<file path="config.mk">
export PLATFORM = sky130hd
export DESIGN_NAME = dcache_port_arbiter
export DESIGN_NICKNAME = d
export VERILOG_FILES = /design/src/rtl/dcache_port_arbiter.sv
export SDC_FILE = /design/constraint.sdc
export NUM_CORES = 1
export LEC_CHECK = 0
export ABC_CLOCK_PERIOD_IN_PS = 5300
export CAP_MARGIN = 20
export CORE_UTILIZATION = 25
export DETAILED_ROUTE_END_ITERATION = 8
export GPL_ROUTABILITY_DRIVEN = 0
export REMOVE_ABC_BUFFERS = 1
export SYNTH_ARGS = -nofsm -noshare
export SYNTH_HDL_FRONTEND = slang
export SYNTH_SLANG_ARGS = --single-unit
</file>
<file path="constraint.sdc">
create_clock -name CLK -period 5.3 [get_ports CLK]
set_clock_uncertainty 0.2 [all_clocks]
set_input_delay 0.53 -clock CLK [delete_from_list [all_inputs] [get_ports CLK]]
set_output_delay 0.53 -clock CLK [all_outputs]
set_load 0.02 [all_outputs]
</file>
<file path="src/rtl/dcache_port_arbiter.sv">
// dcache_port_arbiter
// Shares the single data-cache port between address-generation reads and
// writeback writes. Accesses that straddle a cache-line boundary are issued
// as two beats. All outputs are registered and reset asynchronously.
// Beat byte counts are 4 bits wide, so the line must be at least 8 bytes
// (LINE_LOG2 >= 3); otherwise an access could exceed two beats.
module dcache_port_arbiter #(
   parameter int LINE_LOG2  = 4,
   parameter int STARVE_MAX = 3
) (
   input  logic        CLK,
   input  logic        RST,
   input  logic        RD_REQ,
   input  logic [31:0] RD_ADDR,
   input  logic [1:0]  RD_SIZE,
   output logic        RD_GNT,
   output logic        RD_DONE,
   input  logic        WR_REQ,
   input  logic [31:0] WR_ADDR,
   input  logic [1:0]  WR_SIZE,
   output logic        WR_GNT,
   output logic        WR_DONE,
   output logic        CACHE_V,
   output logic        CACHE_WR,
   output logic [31:0] CACHE_ADDR,
   output logic [3:0]  CACHE_BYTES,
   output logic        CACHE_HALF,
   input  logic        CACHE_ACK
);

   localparam logic [31:0] LINE_BYTES   = 32'd1 << LINE_LOG2;
   localparam logic [31:0] LINE_MASK    = LINE_BYTES - 32'd1;
   localparam logic [2:0]  STARVE_LIMIT = 3'(STARVE_MAX);

   typedef enum logic [1:0] {IDLE, BEAT0, BEAT1} state_t;

   state_t      state_reg;
   logic [2:0]  starve_cnt_reg;
   logic        split_reg;        // current access needs a second beat
   logic [31:0] beat1_addr_reg;   // second-beat address, computed at grant
   logic [3:0]  beat1_bytes_reg;  // second-beat byte count, computed at grant

   logic        pick_any;
   logic        pick_wr;
   logic [31:0] sel_addr;
   logic [1:0]  sel_size;
   logic [3:0]  sel_n;
   logic [31:0] sel_off;
   logic [31:0] sel_end;
   logic        sel_split;
   logic [3:0]  sel_b0;
   logic [31:0] sel_next_line;
   logic [2:0]  starve_next;

   // Arbitrate between the two requesters and work out the beat geometry
   // of whichever one wins, so the grant cycle can load both beats at once.
   always_comb begin
      pick_any      = RD_REQ | WR_REQ;
      // Write has priority unless the pending read has waited long enough.
      pick_wr       = WR_REQ & (~RD_REQ | (starve_cnt_reg != STARVE_LIMIT));
      sel_addr      = pick_wr ? WR_ADDR : RD_ADDR;
      sel_size      = pick_wr ? WR_SIZE : RD_SIZE;
      sel_n         = 4'd1 << sel_size;
      sel_off       = sel_addr & LINE_MASK;
      sel_end       = sel_off + {28'd0, sel_n};
      sel_split     = sel_end > LINE_BYTES;
      // A split first beat runs to the end of the line; the rest follows.
      sel_b0        = sel_split ? 4'(LINE_BYTES - sel_off) : sel_n;
      // Start of the next line; wraps to 0 past the top of the address space.
      sel_next_line = (sel_addr & ~LINE_MASK) + LINE_BYTES;
      starve_next   = 3'd0;
      if (pick_wr && RD_REQ) begin
         starve_next = (starve_cnt_reg == STARVE_LIMIT) ? starve_cnt_reg
                                                        : starve_cnt_reg + 3'd1;
      end
   end

   // Port sequencer: grant in IDLE, present beats until acknowledged,
   // then pulse DONE for the direction that just finished.
   always_ff @(posedge CLK or posedge RST) begin
      if (RST) begin
         state_reg       <= IDLE;
         starve_cnt_reg  <= 3'd0;
         split_reg       <= 1'b0;
         beat1_addr_reg  <= 32'd0;
         beat1_bytes_reg <= 4'd0;
         RD_GNT          <= 1'b0;
         RD_DONE         <= 1'b0;
         WR_GNT          <= 1'b0;
         WR_DONE         <= 1'b0;
         CACHE_V         <= 1'b0;
         CACHE_WR        <= 1'b0;
         CACHE_ADDR      <= 32'd0;
         CACHE_BYTES     <= 4'd0;
         CACHE_HALF      <= 1'b0;
      end else begin
         RD_GNT  <= 1'b0;
         WR_GNT  <= 1'b0;
         RD_DONE <= 1'b0;
         WR_DONE <= 1'b0;
         case (state_reg)
            IDLE: begin
               if (pick_any) begin
                  state_reg       <= BEAT0;
                  starve_cnt_reg  <= starve_next;
                  split_reg       <= sel_split;
                  beat1_addr_reg  <= sel_next_line;
                  beat1_bytes_reg <= sel_n - sel_b0;
                  RD_GNT          <= ~pick_wr;
                  WR_GNT          <= pick_wr;
                  CACHE_V         <= 1'b1;
                  CACHE_WR        <= pick_wr;
                  CACHE_ADDR      <= sel_addr;
                  CACHE_BYTES     <= sel_b0;
                  CACHE_HALF      <= 1'b0;
               end
            end
            BEAT0: begin
               if (CACHE_ACK) begin
                  if (split_reg) begin
                     state_reg   <= BEAT1;
                     CACHE_ADDR  <= beat1_addr_reg;
                     CACHE_BYTES <= beat1_bytes_reg;
                     CACHE_HALF  <= 1'b1;
                  end else begin
                     state_reg   <= IDLE;
                     RD_DONE     <= ~CACHE_WR;
                     WR_DONE     <= CACHE_WR;
                     CACHE_V     <= 1'b0;
                     CACHE_WR    <= 1'b0;
                     CACHE_ADDR  <= 32'd0;
                     CACHE_BYTES <= 4'd0;
                     CACHE_HALF  <= 1'b0;
                  end
               end
            end
            BEAT1: begin
               if (CACHE_ACK) begin
                  state_reg   <= IDLE;
                  RD_DONE     <= ~CACHE_WR;
                  WR_DONE     <= CACHE_WR;
                  CACHE_V     <= 1'b0;
                  CACHE_WR    <= 1'b0;
                  CACHE_ADDR  <= 32'd0;
                  CACHE_BYTES <= 4'd0;
                  CACHE_HALF  <= 1'b0;
               end
            end
            default: state_reg <= IDLE;
         endcase
      end
   end

endmodule

</file>
==> results.cfg <==
[sta]
fin_crit_sh_pct = 83.0
period_needed_ns = 4.40
fmax_mhz = 227
whs_ns = 0.275
maxSlewViolCount = 0
rsz0062_at_grt = false
finalSetupViolations = 0
tightest_slew_ns = 0.945
final_hold_viol_count = 0
fin_ws_ns = 0.904
setup-tns-final_ns = 0
slew_headroom_pct = 35.2

[synth]
syn_area_sq_um = 4810
ys_warn_count = 0
syn_area_per_cell_sq_um = 8.72
synth_edf_count = 0
ys.flop_type = dfrtp_1
ys_async_sr_fraction_pct = 100
ys_types = 54
ys_seq_elements = 81
yosysSeqAreaShare_pct = 42.1
synth_cells = 552

[drt]
routedWlPerCell_um = 14.5
top_layer = met4
vias = 4194
met1Wirelength_um = 6240
initialDrtViolationCount = 184
drc = 0
met2_wirelength_um = 5790
via_per_inst = 4.67
drtAntennaViolNets = 0
wl_um = 13100
route.met3.wl_um = 759
dr.pass1.iters = 4

[setup_path]
timing_worst_setup_path_type = in2reg
critPathMaxFanout = 21
ff2ff_path_depth = 15
worst_ep_required_time_ns = 5.32
max_stage_delay_ns = 0.64
start_kind = primary input
rrSetupSlack_ns = 0.95
r2r_end = beat1_bytes_reg[2]$_DFFE_PP0P_
endpoint_kind = flop
regToRegStartpoint = starve_cnt_reg[0]$_DFFE_PP0P_
arrival_ns = 4.42
crit_slowest_cell = clkdlybuf4s50_1
crit_chain = clkdlybuf4s50_1 > a21bo_2 > buf_4 > mux2i_1 > o211ai_1 > nand3b_1 > nor2_1 > a21o_1 > inv_1 > ha_1 > inv_1 > ha_1 > or4_1 > a21oi_1 > o31ai_1

[finish]
fill_cells = 1944
diodes = 0
drive_above_1_share_pct = 7.08
largest_reg_flops = 32
syn_to_final_growth_pct = 36.6
layout.nets = 744
final_area_sq_um = 6580
fin_cells = 898
fin_util_pct = 35.0

[floorplanning]
coreArea_sq_um = 18800
rows = 50
die_area_sq_um = 19800
initial_core_util_pct = 25.6
chipHeight_um = 141
die_w_um = 141
ios = 116

[grt]
grt_max_degree = 47
antenna_found_initial = 0
grt_pass1_wl_um = 21600
grt_pass1_vias = 4325
grt_usage_pct = 13.8
grt_overflow_total = 0

[hold_path]
whs_path_depth = 2
holdPathEnd = CACHE_ADDR[15]$_DFFE_PP0P_
hp-start = CACHE_ADDR[15]$_DFFE_PP0P_
hp-class = reg2reg

[status]
outcome = finished clean

[clock_network]
htree_levels = 3
numCtsBuffers = 9
root_buffer = clkbuf_16
cts_tree = done
clockBufferDepth = 2
postCtsSetupBuffers = 0
cts_sinks = 81
insertion_delay_ns = 0.35
clkTransAtPathRegs_ns = 0.06
postCtsHoldBufs = 0
cts_resized = 0

[flow_run]
cap_violations = 0

[place]
place_inst = 881
hpwl_um = 9600
post-place-ws_ns = 0.520
place_area_sq_um = 6230
port_buffers = 115

[power]
ir_worst_vdd_mv = 0.192
finalPower_mw = 3.27
p_leak_nw = 2.76
powerDensity_nw_per_um2 = 498
[synthesized netlist by cell type, types with 8 or more instances]
library cell | n | share of area [%]
xnor2_1 | 15 | 2.7
nor2_1 | 58 | 4.5
nand2_1 | 80 | 6.2
mux2i_1 | 37 | 7.7
nand3_1 | 9 | 0.94
o21ai_1 | 8 | 0.83
clkbuf_1 | 24 | 1.9
nor3_1 | 13 | 1.4
dfrtp_1 | 81 | 42
xor2_1 | 13 | 2.4
a21oi_1 | 37 | 3.8
inv_1 | 15 | 1.2
ha_1 | 12 | 3.1
o21ai_0 | 70 | 7.3
[placed cells by master, fill, tap and decap left out, types with 3 or more instances in the layout]
cell type and n:
clkdlybuf4s50_1 115, dfrtp_1 81, nand2_1 80, o21ai_0 69, nor2_1 58, a21oi_1 37
mux2i_1 37, xnor2_1 15, inv_1 14, nor3_1 13, xor2_1 13, ha_1 12
buf_4 12, nand3_1 9, clkbuf_16 9, o21ai_1 7, mux2_2 5, nor2b_1 5
o31ai_1 5, nand2b_1 4, o22ai_1 4, nand3b_1 3, o211ai_1 3, o21a_1 3
nor4_1 3, or4_1 3, clkinv_2 3, nand4_1 3
[routing by layer]
metal | vias to the layer above | track usage, %
met3 | 18 | 2.72
met4 | 0 | 6.58
met5 | - | 0
met1 | 1924 | 17.6
li1 | 2138 | -
met2 | 114 | 22.5
[power breakdown]
| part | total [mW] | switching, mW | internal (mW) |
|---|---|---|---|
| Combinational | 1.55 | 0.925 | 0.623 |
| Clock | 0.696 | 0.259 | 0.437 |
| Sequential | 1.03 | 0.134 | 0.894 |
| Total | 3.27 | 1.32 | 1.95 |
[layout make-up]
class	count	area, sq um	area share (%)
Multi-Input combinational cell	424	2610	39.6
Sequential cell	81	2030	30.8
Timing Repair Buffer	128	1260	19.2
Tap cell	234	293	4.45
Clock buffer	11	253	3.84
Clock inverter	5	77.6	1.18
Inverter	15	57.6	0.875
[worst max-delay path, delay by kind of cell]
kind / cells / cell delay (ns)
simple gates: 3 / 0.79
compound gates: 5 / 0.93
fa+ha+maj: 2 / 0.40
buf+inv: 4 / 1.14
mux: 1 / 0.62
[worst max path at each step]
stage / start / to / slack (ns) / cells past startpoint
finish: RD_REQ / beat1_bytes_reg[2]$_DFFE_PP0P_ / 0.90 / 15
floorplan: starve_cnt_reg[0]$_DFFE_PP0P_ / beat1_bytes_reg[2]$_DFFE_PP0P_ / -0.13 / 16
detailed placement: RD_REQ / beat1_bytes_reg[2]$_DFFE_PP0P_ / 0.52 / 15
global route: RD_REQ / beat1_bytes_reg[2]$_DFFE_PP0P_ / 0.64 / 16
CTS: RD_REQ / beat1_bytes_reg[2]$_DFFE_PP0P_ / 0.88 / 15
global placement: RD_REQ / beat1_bytes_reg[2]$_DFFE_PP0P_ / 0.63 / 15
[kinds of logic after synthesis]
group,synth area share [%]
adders and majority gates,3.12
DFF,42.1
buffers and inverters,4.19
muxes,9.15
xor gates and xnor gates,5.09
AOI/OAI and AO/OA,16.8
and+or+nand+nor,19.6
Power figures use the tool's default switching activity.
